===== src/rtl/fc_act_unit.sv =====
// fc_act_unit -- activation stage between the FC core result stream and the
// loader's store-output path.
//
// Each result accepted from the FC core is registered in stage S1. The
// per-layer activation is applied combinationally out of S1, and the result is
// pushed into a small elastic FIFO. Exactly cout results are accepted and
// handed downstream per layer. A one-cycle done pulse follows the last pop.
//
// Ports:
//   clk, rst          clock (rising edge), asynchronous active-high reset
//   start             one-cycle layer start, honoured only in IDLE
//   act_type, cout    activation code / result count, latched on start
//   din_valid/ready   FC core result handshake, din_data signed DATA_W
//   dout_valid/ready  downstream handshake, dout_data signed DATA_W
//   busy              high while the layer is running
//   done              one-cycle pulse when the layer has completed
module fc_act_unit #(
    parameter int DATA_W     = 16,
    parameter int FRAC_BITS  = 8,
    parameter int FIFO_DEPTH = 2,
    parameter int CNT_W      = 12
) (
    input  logic              clk,
    input  logic              rst,
    input  logic              start,
    input  logic [4:0]        act_type,
    input  logic [CNT_W-1:0]  cout,
    input  logic              din_valid,
    output logic              din_ready,
    input  logic [DATA_W-1:0] din_data,
    output logic              dout_valid,
    input  logic              dout_ready,
    output logic [DATA_W-1:0] dout_data,
    output logic              busy,
    output logic              done
);

    localparam int PTR_W = (FIFO_DEPTH > 1) ? $clog2(FIFO_DEPTH) : 1;

    // Activation constants in the DATA_W+1 intermediate format
    localparam logic signed [DATA_W:0] SAT_MAX = {2'b00, {(DATA_W-1){1'b1}}};
    localparam logic signed [DATA_W:0] SAT_MIN = {2'b11, {(DATA_W-1){1'b0}}};
    localparam logic signed [DATA_W:0] ONE_X   = (DATA_W+1)'(1) << FRAC_BITS;
    localparam logic signed [DATA_W:0] HALF_X  = (DATA_W+1)'(1) << (FRAC_BITS-1);
    localparam logic signed [DATA_W:0] SIX_X   = (DATA_W+1)'(6) << FRAC_BITS;

    typedef enum logic [1:0] {S_IDLE, S_RUN, S_DONE} state_t;

    state_t             state_q;
    logic               busy_q, done_q;
    logic [4:0]         act_q;
    logic [CNT_W-1:0]   cout_q;
    logic [CNT_W-1:0]   acc_cnt_q, acc_cnt_d;
    logic [CNT_W-1:0]   out_cnt_q, out_cnt_d;

    logic               s1_valid_q;
    logic [DATA_W-1:0]  s1_data_q;

    logic [DATA_W-1:0]  mem_q [FIFO_DEPTH];
    logic [PTR_W-1:0]   wr_ptr_q, rd_ptr_q;
    logic [PTR_W:0]     count_q, count_d;

    logic               fifo_full, fifo_empty;
    logic               pop, s1_move, accept, last_pop, start_ok;
    logic [DATA_W-1:0]  act_y;

    // ------------------------------------------------------------------
    // Handshake decode
    // ------------------------------------------------------------------
    assign fifo_full  = (count_q == (PTR_W+1)'(FIFO_DEPTH));
    assign fifo_empty = (count_q == '0);
    assign dout_valid = ~fifo_empty;
    assign dout_data  = mem_q[rd_ptr_q];
    assign pop        = dout_valid && dout_ready;
    // S1 may drain into a full FIFO when the head leaves in the same cycle,
    // which makes din_ready depend on dout_ready while full.
    assign s1_move    = s1_valid_q && (~fifo_full || pop);
    assign din_ready  = (state_q == S_RUN) && (acc_cnt_q < cout_q) &&
                        (~s1_valid_q || s1_move);
    assign accept     = din_valid && din_ready;
    assign last_pop   = pop && (out_cnt_q == cout_q - CNT_W'(1));
    assign start_ok   = (state_q == S_IDLE) && start;
    assign busy       = busy_q;
    assign done       = done_q;

    // ------------------------------------------------------------------
    // Layer control
    // ------------------------------------------------------------------
    always_ff @(posedge clk or posedge rst) begin
        if (rst) begin
            state_q <= S_IDLE;
            busy_q  <= 1'b0;
            done_q  <= 1'b0;
            act_q   <= '0;
            cout_q  <= '0;
        end else begin
            done_q <= 1'b0;
            case (state_q)
                S_IDLE: begin
                    if (start) begin
                        act_q  <= act_type;
                        cout_q <= cout;
                        if (cout == '0) begin
                            state_q <= S_DONE;
                            done_q  <= 1'b1;
                        end else begin
                            state_q <= S_RUN;
                            busy_q  <= 1'b1;
                        end
                    end
                end
                S_RUN: begin
                    if (last_pop) begin
                        state_q <= S_DONE;
                        busy_q  <= 1'b0;
                        done_q  <= 1'b1;
                    end
                end
                S_DONE:  state_q <= S_IDLE;
                default: state_q <= S_IDLE;
            endcase
        end
    end

    // ------------------------------------------------------------------
    // Accept / output counters
    // ------------------------------------------------------------------
    always_comb begin
        acc_cnt_d = acc_cnt_q;
        out_cnt_d = out_cnt_q;
        if (start_ok) begin
            acc_cnt_d = '0;
            out_cnt_d = '0;
        end else begin
            if (accept) acc_cnt_d = acc_cnt_q + CNT_W'(1);
            if (pop)    out_cnt_d = out_cnt_q + CNT_W'(1);
        end
    end

    always_ff @(posedge clk or posedge rst) begin
        if (rst) begin
            acc_cnt_q <= '0;
            out_cnt_q <= '0;
        end else begin
            acc_cnt_q <= acc_cnt_d;
            out_cnt_q <= out_cnt_d;
        end
    end

    // ------------------------------------------------------------------
    // Input stage S1
    // ------------------------------------------------------------------
    always_ff @(posedge clk or posedge rst) begin
        if (rst) begin
            s1_valid_q <= 1'b0;
            s1_data_q  <= '0;
        end else if (accept) begin
            s1_valid_q <= 1'b1;
            s1_data_q  <= din_data;
        end else if (s1_move) begin
            s1_valid_q <= 1'b0;
        end
    end

    // ------------------------------------------------------------------
    // Activation, computed one bit wider than the data path and then
    // saturated back to DATA_W.
    // ------------------------------------------------------------------
    always_comb begin
        logic signed [DATA_W:0] xe;
        logic signed [DATA_W:0] ye;
        xe = {s1_data_q[DATA_W-1], s1_data_q};
        ye = xe;
        case (act_q)
            5'd1: ye = xe[DATA_W] ? '0 : xe;
            5'd2: ye = xe[DATA_W] ? (xe >>> 3) : xe;
            5'd3: begin
                ye = (xe >>> 2) + HALF_X;
                if (ye[DATA_W])     ye = '0;
                else if (ye > ONE_X) ye = ONE_X;
            end
            5'd4: begin
                if (xe[DATA_W])      ye = '0;
                else if (xe > SIX_X) ye = SIX_X;
                else                 ye = xe;
            end
            default: ye = xe;
        endcase
        if (ye > SAT_MAX)      ye = SAT_MAX;
        else if (ye < SAT_MIN) ye = SAT_MIN;
        act_y = ye[DATA_W-1:0];
    end

    // ------------------------------------------------------------------
    // Output FIFO. The storage is reset too so dout_data reads 0 after reset.
    // ------------------------------------------------------------------
    always_comb begin
        count_d = count_q;
        case ({s1_move, pop})
            2'b10:   count_d = count_q + (PTR_W+1)'(1);
            2'b01:   count_d = count_q - (PTR_W+1)'(1);
            default: count_d = count_q;
        endcase
    end

    always_ff @(posedge clk or posedge rst) begin
        if (rst) begin
            for (int i = 0; i < FIFO_DEPTH; i++) mem_q[i] <= '0;
            wr_ptr_q <= '0;
            rd_ptr_q <= '0;
            count_q  <= '0;
        end else begin
            if (s1_move) begin
                mem_q[wr_ptr_q] <= act_y;
                wr_ptr_q        <= wr_ptr_q + PTR_W'(1);
            end
            if (pop) rd_ptr_q <= rd_ptr_q + PTR_W'(1);
            count_q <= count_d;
        end
    end

endmodule


===== config.mk =====
export PLATFORM = sky130hd
export DESIGN_NAME = fc_act_unit
export DESIGN_NICKNAME = d
export VERILOG_FILES = /design/src/rtl/fc_act_unit.sv
export SDC_FILE = /design/constraint.sdc
export NUM_CORES = 1
export LEC_CHECK = 0
export CAP_MARGIN = 20
export CELL_PAD_IN_SITES_DETAIL_PLACEMENT = 0
export CELL_PAD_IN_SITES_GLOBAL_PLACEMENT = 1
export CORE_MARGIN = 2
export CORE_UTILIZATION = 35
export DETAILED_ROUTE_END_ITERATION = 7
export GPL_TIMING_DRIVEN = 1
export PLACE_DENSITY = 0.77
export SYNTH_ARGS = -nofsm -noshare
export SYNTH_HDL_FRONTEND = slang
export SYNTH_SLANG_ARGS = --single-unit

===== constraint.sdc =====
create_clock -name clk -period 2.99 [get_ports clk]
set_clock_uncertainty 0.15 [all_clocks]
set_input_delay 0.299 -clock clk [delete_from_list [all_inputs] [get_ports clk]]
set_output_delay 0.299 -clock clk [all_outputs]
set_load 0.02 [all_outputs]

==> summary by stage <==
Clock network
The total setup buffers inserted after CTS is 0. The tree is rooted in a sky130_fd_sc_hd__clkbuf_16. Counting the buffers created by CTS gives 9.

Hold repair after CTS inserted 0 buffers. The clock latency at the later pin of the worst-skew pair is ~0.36 ns. After clock tree synthesis, the clock-pin slew on the worst setup and hold paths is 0.07 ns. The H-tree depth is 3. CTS saw 98 sinks.

The CTS tree is yes. Gates resized during post-CTS repair numbered 1. The number of buffers on the longest clock path is 2.

Final layout
The share of post-route cells with drive strength above 1 is 0.154. The fill cell instance count of the final layout is 1463. The sequential cell area is 0.00245 mm2. The multi-input combinational cells in the finished layout cover a total of between 0.002 and 0.003 mm2. For this run, the post-layout net count is 660.

The area growth from synthesis to layout is 21.4%. The filler-free cell count of the finished design is between 800 and 900. Once layout is done, the placed cells without fillers occupy 0.00667 mm2. The repair_antennas step left the layout with diodes totalling 0.

Setup path
The critical path launch point is cout_q[6]. For the worst setup path, the data required time is 2.54 ns. The critical path start-end classification is flop to primary output. The largest fanout on the critical path is 5.

The startpoint identified for the worst register-to-register timing path is cout_q[1]. The data arrival time of the critical path is approximately 2.3 ns. STA classifies the critical path endpoint as a primary output. The worst setup path is launched from a flop.

Routing
The post-detailed-route count of antenna-violating nets is 0. The count of routing violations after the opening detailed-route iteration is 267. The total number of vias is 4276. The first-pass iteration count of the detailed router is 4. Dividing the detail-routed wire length by the instance count gives about 16 um. In the routed design, unresolved DRC markers number 0. After detailed routing, the number of vias per cell comes to roughly 5.2. The total wire length after detailed routing is roughly 13000 um.

Floorplan
The number of placed I/O pins is 58. The initial utilization of the core area, before any placement, comes to 0.360. The chip width is roughly 130 um. The floorplan step defined a core boundary enclosing 0.0153 mm2. Row generation in the floorplan step produced 45 rows. The die span in y is 129 um. The die covers 0.0167 mm2.

Run
Max-cap violations in this run came to 0.

Power
Across the VDD grid, the largest voltage drop is 0.408 mV. For this design the static power due to leakage is about 2.8 nW. For this design the ratio of total power to cell area is 1030 mW/mm2.

STA
After layout, the minimum clock period comes to 2.72 ns. The sum of negative setup slack is 0 ns. Derived from the worst setup path, the maximum achievable clock frequency is 0.368 GHz. Setup violations remaining at the end of the flow were counted as 0. In the finished design, the share of the clock period the worst path needs comes to 0.910. Setup repair after global routing left no endpoint under its margin. The final count of hold timing violations is 0. The total count of max-transition violations in the final report came to 0. For the pin with the worst max-slew slack, the measured transition is between 0.7 and 0.8 ns. The worst-case headroom to the max-slew limit is 0.472.

Place
The congestion estimate from routability-driven global placement came to about 0.83. The final HPWL from detailed placement is 9870 um. After detailed placement, the total cell area comes to between 0.006 and 0.007 mm2. The number of buffers inserted by port buffering is 57. Once placement completed, the tool counted placed cells totaling 806.

Hold path
In this run the worst hold path is classified as primary input to asynchronous set/reset pin.

Outcome
The run finished with clean final reports.

Logic synthesis
Of the post-synthesis cell area, the part taken by muxes is 0.118. The number of instances in the synthesized netlist is between 500 and 600. The area of the mapped netlist is around 0.0055 mm2. The complex-gate fraction of the synthesized area is 0.146. Yosys mapped a number of flops with a built-in enable equal to 0. After synthesis, the largest family of logic cells by area is simple AND/OR/NAND/NOR gates. The synthesized design contains 98 register bits. The Yosys step of the flow raised 0 warnings.

The number of nets in the synthesized netlist is 601. After synthesis, the share of flip-flops with an asynchronous set or reset is 1.00. The parity-gate share of the synthesized area counting xor and xnor cells is 0.0526. Each instance of the synthesized netlist takes up on average 10.0 um2.

Of the total synthesized cell area, the portion taken by AND, OR, NAND and NOR gates is 0.166. The most instantiated flip-flop cell in the synthesis netlist is sky130_fd_sc_hd__dfrtp_1. For this run, the register share of the synthesized area comes to 0.447.

The post-synthesis adder-cell area fraction is 0.0383. Counting distinct cell types in the post-synthesis netlist gives 62.

GRT
In the global route stage, overall resource usage came out at 0.172. The number of global-route vias before repair is 4351. Summed over all layers, the global routing overflow is 0. The initial antenna violation count is 0. The first global-routing pass estimated 22300 um of wire. Entering global routing, the biggest net connects 49 pins.
[metrics by stage]
step                hold WS [ns]  worst slack [ns]  total power (W)  utilization
floorplan                  0.254             0.429          0.00460            -
global placement           0.307             0.365          0.00556        0.416
detailed placement         0.314             0.321          0.00568        0.416
CTS                        0.206             0.244          0.00695        0.437
global route               0.231            0.0871          0.00743        0.437
finish                     0.194             0.269          0.00689        0.437
[flip-flops by register name, indices dropped and copies added, names as in the netlist]
| name | flops |
|---|---|
| act_q | 5 |
| busy | 1 |
| s1_valid_q | 1 |
| out_cnt_q | 12 |
| wr_ptr_q | 1 |
| state_q | 2 |
| acc_cnt_q | 12 |
| cout_q | 12 |
| count_q | 2 |
| rd_ptr_q | 1 |
| mem_q | 32 |
| done | 1 |
| s1_data_q | 16 |
[final timing paths]
kind / slack (ns) / to / cells after the start
max: 0.27 / din_ready / 7
min: 0.19 / mem_q[27] / 2
max reg2reg: 0.28 / busy / 8
min reg2reg: 0.33 / mem_q[11] / 2
max in group asynchronous: 1.76 / s1_data_q[15] / 3
min in group clk: 0.32 / act_q[3] / 3
[power by group]
part / internal [W] / total [W] / switching, W
combinational: 0.00161 / 0.00322 / 0.00161
clock: 0.000674 / 0.00124 / 0.000563
sequential: 0.00185 / 0.00244 / 0.000593
[cells in the mapped netlist, types with 5 or more instances]
library cell	instances	share of area
sky130_fd_sc_hd__nor3_1	13	0.012
sky130_fd_sc_hd__o21ai_0	36	0.033
sky130_fd_sc_hd__o21a_1	7	0.0096
sky130_fd_sc_hd__xnor2_1	19	0.030
sky130_fd_sc_hd__nand2_1	58	0.040
sky130_fd_sc_hd__nor4_1	8	0.0091
sky130_fd_sc_hd__nand4_1	8	0.0091
sky130_fd_sc_hd__and3_1	6	0.0068
sky130_fd_sc_hd__mux2_4	7	0.019
sky130_fd_sc_hd__a21oi_1	23	0.021
sky130_fd_sc_hd__nand3_1	16	0.015
sky130_fd_sc_hd__dfrtp_1	98	0.45
sky130_fd_sc_hd__nor2_1	36	0.025
sky130_fd_sc_hd__mux2i_1	5	0.0091
sky130_fd_sc_hd__ha_1	16	0.036
sky130_fd_sc_hd__mux2_2	44	0.090
sky130_fd_sc_hd__xor2_1	14	0.022
sky130_fd_sc_hd__a211oi_1	5	0.0068
sky130_fd_sc_hd__and2_1	9	0.010
sky130_fd_sc_hd__inv_1	23	0.016
sky130_fd_sc_hd__clkbuf_1	19	0.013
sky130_fd_sc_hd__a221o_1	8	0.015
[cell usage in the layout (no fill, tap or decap), drive strengths merged, types with 6 or more instances in the layout]
cell type / Yosys / final
o21a: 7 / 7
xor2: 14 / 14
a221o: 8 / 8
nand2: 59 / 59
dfrtp: 98 / 98
a21oi: 24 / 24
ha: 16 / 16
xnor2: 19 / 19
nor2: 36 / 36
nand4: 8 / 8
o21ai: 36 / 36
and2: 9 / 9
inv: 23 / 25
nor3: 13 / 13
nor4: 8 / 8
clkbuf: 19 / 9
clkdlybuf4s50: 0 / 56
and3: 6 / 6
mux2: 51 / 51
nand3: 16 / 16
buf: 3 / 13
[metal layers]
layer  up-vias  track usage  routed length [um]
met5         -            0                   0
met4         0       0.0601                 264
met3        22       0.0421                 576
met2        88        0.270                6160
met1      2070        0.232                6320
li1       2096            -                   -
[layout make-up]
type,instances,area share
inverters,23,0.0135
repair buffers,70,0.102
clock buffers,9,0.0338
multi-input cells,404,0.429
well taps,211,0.0396
clock inverters,7,0.0143
flip-flops and latches,98,0.368
[critical path, stage by stage, from the launching register on]
cell and delay (ns):
sky130_fd_sc_hd__dfrtp_1 0.41, sky130_fd_sc_hd__inv_1 0.10, sky130_fd_sc_hd__ha_1 0.33, sky130_fd_sc_hd__a21o_1 0.18
sky130_fd_sc_hd__o21ai_0 0.19, sky130_fd_sc_hd__o211ai_2 0.17, sky130_fd_sc_hd__a21oi_2 0.19, sky130_fd_sc_hd__dlygate4sd2_1 0.35
[logic make-up after synthesis]
| kind of cell | count (synthesis) |
|---|---|
| multiplexers | 56 |
| adder cells (fa/ha/maj) | 17 |
| AO/OA/AOI/OAI | 117 |
| AND/OR/NAND/NOR | 181 |
| buffers and inverters | 45 |
| XOR/XNOR | 33 |
| flip-flops | 98 |
No activity file was read; power rests on OpenSTA's default activity.
